$ cat src/rtl/pulse_in_ctrl.sv
`timescale 1ns / 1ps
// Hardware pulseIn(): waits for the selected GPIO to go idle, catches the next pulse start and
// measures its width in prescaled ticks, with optional timeout and software abort.
module pulse_in_ctrl #(
  parameter int NUM_PINS    = 32,
  parameter int CNT_W       = 32,
  parameter int SYNC_STAGES = 2,
  localparam int SEL_W      = (NUM_PINS > 1) ? $clog2(NUM_PINS) : 1
) (
  input  logic                clk,
  input  logic                rst,
  input  logic [NUM_PINS-1:0] gpio_in_i,
  input  logic                start_i,
  input  logic                abort_i,
  input  logic [SEL_W-1:0]    pin_sel_i,
  input  logic                level_i,
  input  logic [15:0]         prescale_i,
  input  logic [CNT_W-1:0]    timeout_i,
  output logic                busy_o,
  output logic                done_o,
  output logic                timeout_o,
  output logic [CNT_W-1:0]    width_o
);

  typedef enum logic [2:0] {IDLE, WAIT_IDLE, WAIT_START, MEASURE, DONE} state_t;

  localparam logic [SEL_W:0] PIN_LIM = (SEL_W + 1)'(NUM_PINS);

  state_t              state;
  logic [NUM_PINS-1:0] sync_q [SYNC_STAGES];
  logic [SEL_W-1:0]    cfg_pin;
  logic                cfg_lvl;
  logic [15:0]         cfg_pre;
  logic [CNT_W-1:0]    cfg_tmo;
  logic [15:0]         pre_cnt;
  logic [CNT_W-1:0]    width_cnt;
  logic [CNT_W-1:0]    tout_cnt;
  logic [CNT_W-1:0]    width_inc;
  logic [CNT_W-1:0]    tout_inc;
  logic                p;
  logic                p_d;
  logic                tick;
  logic                at_level;
  logic                rise;
  logic                tout_hit;
  logic                active;

  // Every pin is synchronised, so a newly selected pin is valid the cycle after start.
  always_ff @(posedge clk) begin
    if (rst) begin
      for (int i = 0; i < SYNC_STAGES; i++) sync_q[i] <= '0;
    end else begin
      sync_q[0] <= gpio_in_i;
      for (int i = 1; i < SYNC_STAGES; i++) sync_q[i] <= sync_q[i-1];
    end
  end

  assign p         = ({1'b0, cfg_pin} < PIN_LIM) ? sync_q[SYNC_STAGES-1][cfg_pin] : 1'b0;
  assign tick      = (pre_cnt == cfg_pre);
  assign at_level  = (p == cfg_lvl);
  assign rise      = at_level && (p_d != cfg_lvl);
  assign tout_hit  = (cfg_tmo != '0) && (tout_cnt == cfg_tmo);
  assign active    = (state == WAIT_IDLE) || (state == WAIT_START) || (state == MEASURE);
  assign width_inc = (tick && !(&width_cnt)) ? width_cnt + CNT_W'(1) : width_cnt;
  assign tout_inc  = (tick && !(&tout_cnt)) ? tout_cnt + CNT_W'(1) : tout_cnt;

  always_ff @(posedge clk) begin
    if (rst) begin
      state     <= IDLE;
      busy_o    <= 1'b0;
      done_o    <= 1'b0;
      timeout_o <= 1'b0;
      width_o   <= '0;
      cfg_pin   <= '0;
      cfg_lvl   <= 1'b0;
      cfg_pre   <= '0;
      cfg_tmo   <= '0;
      pre_cnt   <= '0;
      width_cnt <= '0;
      tout_cnt  <= '0;
      p_d       <= 1'b0;
    end else begin
      p_d    <= p;
      done_o <= 1'b0;
      if (active) begin
        pre_cnt  <= tick ? '0 : pre_cnt + 16'd1;
        tout_cnt <= tout_inc;
      end else begin
        pre_cnt <= '0;
      end

      if (state != IDLE && abort_i) begin
        state     <= IDLE;
        busy_o    <= 1'b0;
        width_o   <= '0;
        timeout_o <= 1'b0;
      end else begin
        case (state)
          IDLE: begin
            if (start_i) begin
              cfg_pin   <= pin_sel_i;
              cfg_lvl   <= level_i;
              cfg_pre   <= prescale_i;
              cfg_tmo   <= timeout_i;
              width_o   <= '0;
              timeout_o <= 1'b0;
              tout_cnt  <= '0;
              pre_cnt   <= '0;
              busy_o    <= 1'b1;
              state     <= WAIT_IDLE;
            end
          end
          WAIT_IDLE: begin
            if (tout_hit) begin
              state     <= DONE;
              done_o    <= 1'b1;
              timeout_o <= 1'b1;
              width_o   <= '0;
            end else if (!at_level) begin
              state <= WAIT_START;
            end
          end
          WAIT_START: begin
            if (tout_hit) begin
              state     <= DONE;
              done_o    <= 1'b1;
              timeout_o <= 1'b1;
              width_o   <= '0;
            end else if (rise) begin
              state     <= MEASURE;
              width_cnt <= '0;
              pre_cnt   <= '0;
            end
          end
          MEASURE: begin
            // The tick of the terminating cycle still counts; pulse end beats a coincident timeout.
            if (!at_level) begin
              state   <= DONE;
              done_o  <= 1'b1;
              width_o <= width_inc;
            end else if (tout_hit) begin
              state     <= DONE;
              done_o    <= 1'b1;
              timeout_o <= 1'b1;
              width_o   <= '0;
            end else begin
              width_cnt <= width_inc;
            end
          end
          DONE: begin
            state  <= IDLE;
            busy_o <= 1'b0;
          end
          default: state <= IDLE;
        endcase
      end
    end
  end

endmodule

$ cat config.mk
export PLATFORM = sky130hd
export DESIGN_NAME = pulse_in_ctrl
export DESIGN_NICKNAME = d
export VERILOG_FILES = /design/src/rtl/pulse_in_ctrl.sv
export SDC_FILE = /design/constraint.sdc
export NUM_CORES = 1
export LEC_CHECK = 0
export CELL_PAD_IN_SITES_DETAIL_PLACEMENT = 1
export CELL_PAD_IN_SITES_GLOBAL_PLACEMENT = 2
export CORE_ASPECT_RATIO = 1.1
export CORE_UTILIZATION = 34
export DETAILED_ROUTE_END_ITERATION = 7
export PLACE_DENSITY = 0.86
export SLEW_MARGIN = 10
export SYNTH_ARGS = -nofsm -noshare
export SYNTH_HDL_FRONTEND = slang
export SYNTH_SLANG_ARGS = --single-unit
export TNS_END_PERCENT = 30
$ cat constraint.sdc
create_clock -name clk -period 2.75 [get_ports clk]
set_input_delay 0.55 -clock clk [delete_from_list [all_inputs] [get_ports clk]]
set_output_delay 0.55 -clock clk [all_outputs]
set_load 0.03 [all_outputs]
==> impl_metrics.ini <==
[finish]
multi_input_area_mm2 = 0.00517
fillers = 3403
fin_util_pct = 44.0
fin_nets = 1391
drive_above_1_share_pct = 8.79
antenna_cells = 0
regArea_mm2 = 0.00474
area_growth_pct = 27.7

[yosys]
yosys_warnings = 0
avgSynthCellArea_um2 = 8.74
synth_area_leaders = dfxtp_1 (47%), nand2_1 (7.3%), xor2_1 (5.8%)
synth_flop_cell = dfxtp_1
ys_ff_latch = 237
synth_common_cells = dfxtp_1 (237), nand2_1 (199), nor2_1 (94), a21oi_1 (85), nor2b_1 (69)
synth_nets = 1260
yosysMostFrequentCell = dfxtp_1
ys_seq_area_share_pct = 46.5
netlist_instances = 1167
ys_async_sr_fraction_pct = 0
yosys.area.top_type = dfxtp_1
synth_edf_count = 0
synth_cell_types = 60
yosysTopAreaCellShare_pct = 46.5
syn-cell-area_mm2 = 0.0102

[die]
num_rows = 66
die_area_mm2 = 0.0307
ios = 125
dieWidth_um = 167
core_area_mm2 = 0.0296
start_util_pct = 34.5
die_y_um = 184

[worst_setup_path]
cp_cell_sequence = xor2_1 > nor4_1 > nand4_1 > nor3_2 > buf_4 > or4_1 > o21ai_0 > a31o_2 > buf_12 > a22o_1
worstSetupPathType = flip-flop to flip-flop
cp-start-kind = flip-flop
arrival_ps = 3050
startpoint = tout_cnt[21]
cp-end-kind = flip-flop
crit_fanout = 32
reg2reg_from = tout_cnt[21]
crit_slowest_cell = dfxtp_1
worstPathRequired_ps = 3180
critical-path-max-stage-delay_ps = 450

[power]
total_leakage_power_nw = 4.73
p_per_area_mw_per_mm2 = 679
switchingPower_mw = 2.36
p_int_mw = 6.48
switching_share_pct = 26.7
vdd_drop_max_mv = 0.379
pwr-share-clk_pct = 44.8
power_frac_comb_pct = 13.3
p_seq_share_pct = 41.9

[timing]
rsz0062_at_grt = no
slew_violations = 0
worstMarginPinSlew_ps = 712
post-route-period-util_pct = 95.0
fin_skew_ps = 19.9
min_period_ps = 2610
max_freq_ghz = 0.383
setup_slack_ps = 137
setup_viol = 0
fin_setup_tns_ps = 0
maxSlewHeadroom_pct = 52.6
hold_viol_final = 0

[global_route]
grt_pass1_vias = 8999
grt_max_degree = 153
grt_pass1_wl_mm = 46.7
antenna_found_initial = 0
overflow = 0
grt_use_total_pct = 18.6

[clock_network]
cts_buffers = 27
cts_root_buf = clkbuf_16
clock_latency_ps = 560
cts_tree = done
clkTransAtPathRegs_ps = 60
postCtsResizedCells = 0
ctsHoldBuffers = 0
clock-sinks = 237
postCtsSetupRepairBufs = 0
clock_path_buffers = 3
cts_max_level = 1

[run_status]
status = complete, no violations

[drt]
drc = 0
ant_nets = 0
num_vias = 8516
wl_per_cell_um = 16.8
drt_iter0_drc = 410
vias_per_cell = 5.03
routed_wl_mm = 28.4
firstDrtPassIters = 4

[worst_hold_path]
hold_path_class = input pin to flip-flop
hp-start = rst

[place]
dp_hpwl_mm = 19.9
gp_congestion = 0.789
portBuffers = 124
place_ws_ps = 110

[job]
maxCapViolations = 0
==> through the flow <==
| step | hold slack (ps) | total power, mW | cell area (µm²) | cells |
|---|---|---|---|---|
| final | 424 | 8.84 | 13000 | 1693 |
| after global routing | 420 | 9.22 | 13000 | 1693 |
| after CTS | 395 | 8.95 | 13000 | 1693 |
| after detailed placement | 431 | 4.96 | 12000 | 1643 |
| after global placement | 420 | 4.94 | 12000 | 1643 |
| after floorplan | 414 | 4.46 | 10200 | 1167 |
==> power groups by stage <==
stage	Clock (mW)	Sequential [mW]	Combinational [mW]
final	3.96	3.70	1.17
after floorplan	0	3.74	0.718
after CTS	4.06	3.70	1.19
after global placement	0	3.77	1.17
after detailed placement	0	3.78	1.18
after global routing	4.20	3.72	1.30
==> kinds of logic after synthesis <==
logic type | share of synthesized area [%]
adders and majority gates | 0.368
muxes | 1.96
AOI/OAI and AO/OA | 11.6
xor gates and xnor gates | 10.5
buffers and inverters | 3.02
DFF | 46.5
and+or+nand+nor | 26.0
==> final timing paths <==
check | endpoint | slack, ps | cells past startpoint
worst min register to register | sync_q[0][50] | 440 | 1
worst min-delay path | timeout_o | 420 | 3
worst max-delay path | width_o[3] | 140 | 10
worst max register to register | width_o[3] | 140 | 10
==> sequential cells by signal, summed over array words and instances (netlist names), 3 cells and up <==
register	cells
pre_cnt	16
width_cnt	32
sync_q	64
tout_cnt	32
state	3
cfg_tmo	32
cfg_pre	16
cfg_pin	5
width_o	32
==> critical path: cells and delay by family (launching register included) <==
kind                   cells  cell delay [ps]
XOR/XNOR                   1              120
AO/OA/AOI/OAI              3              550
flip-flops                 1              450
AND/OR/NAND/NOR            4              980
buffers and inverters      2              380
==> area by class of cell <==
cell class / instances / area share, %
multi-input cells: 858 / 39.7
flip-flops and latches: 237 / 36.4
repair buffers: 162 / 12.3
clock buffers: 32 / 5.64
well taps: 374 / 3.59
clock inverters: 18 / 1.97
inverters: 12 / 0.346
==> cell usage in the layout (no fill, tap or decap), types with 13 or more instances in the layout <==
| cell | synthesis | layout |
|---|---|---|
| nor2_1 | 94 | 94 |
| xor2_1 | 67 | 67 |
| o2bb2ai_1 | 21 | 21 |
| nor4_1 | 21 | 21 |
| a21oi_1 | 85 | 85 |
| nand3_1 | 37 | 37 |
| clkdlybuf4s50_1 | 0 | 123 |
| nor3_1 | 13 | 13 |
| clkbuf_16 | 0 | 27 |
| a32o_1 | 15 | 15 |
| dfxtp_1 | 237 | 237 |
| nand2_1 | 199 | 198 |
| and2_1 | 16 | 15 |
| o21ai_0 | 22 | 22 |
| nand4_1 | 26 | 26 |
| buf_4 | 3 | 32 |
| xnor2_1 | 55 | 55 |
| nor2b_1 | 69 | 69 |
| mux2i_1 | 20 | 20 |
==> metal layers <==
metal	vias to the layer above	GRT usage, %	share of wire (%)	wire length [µm]
li1	4252	-	-	-
met1	4110	22.8	45	12900
met2	118	34.3	50	14100
met3	36	2.60	3.2	920
met4	0	4.29	1.6	453
met5	-	0	0	0
Note: power is estimated with default switching activity, not from simulation.
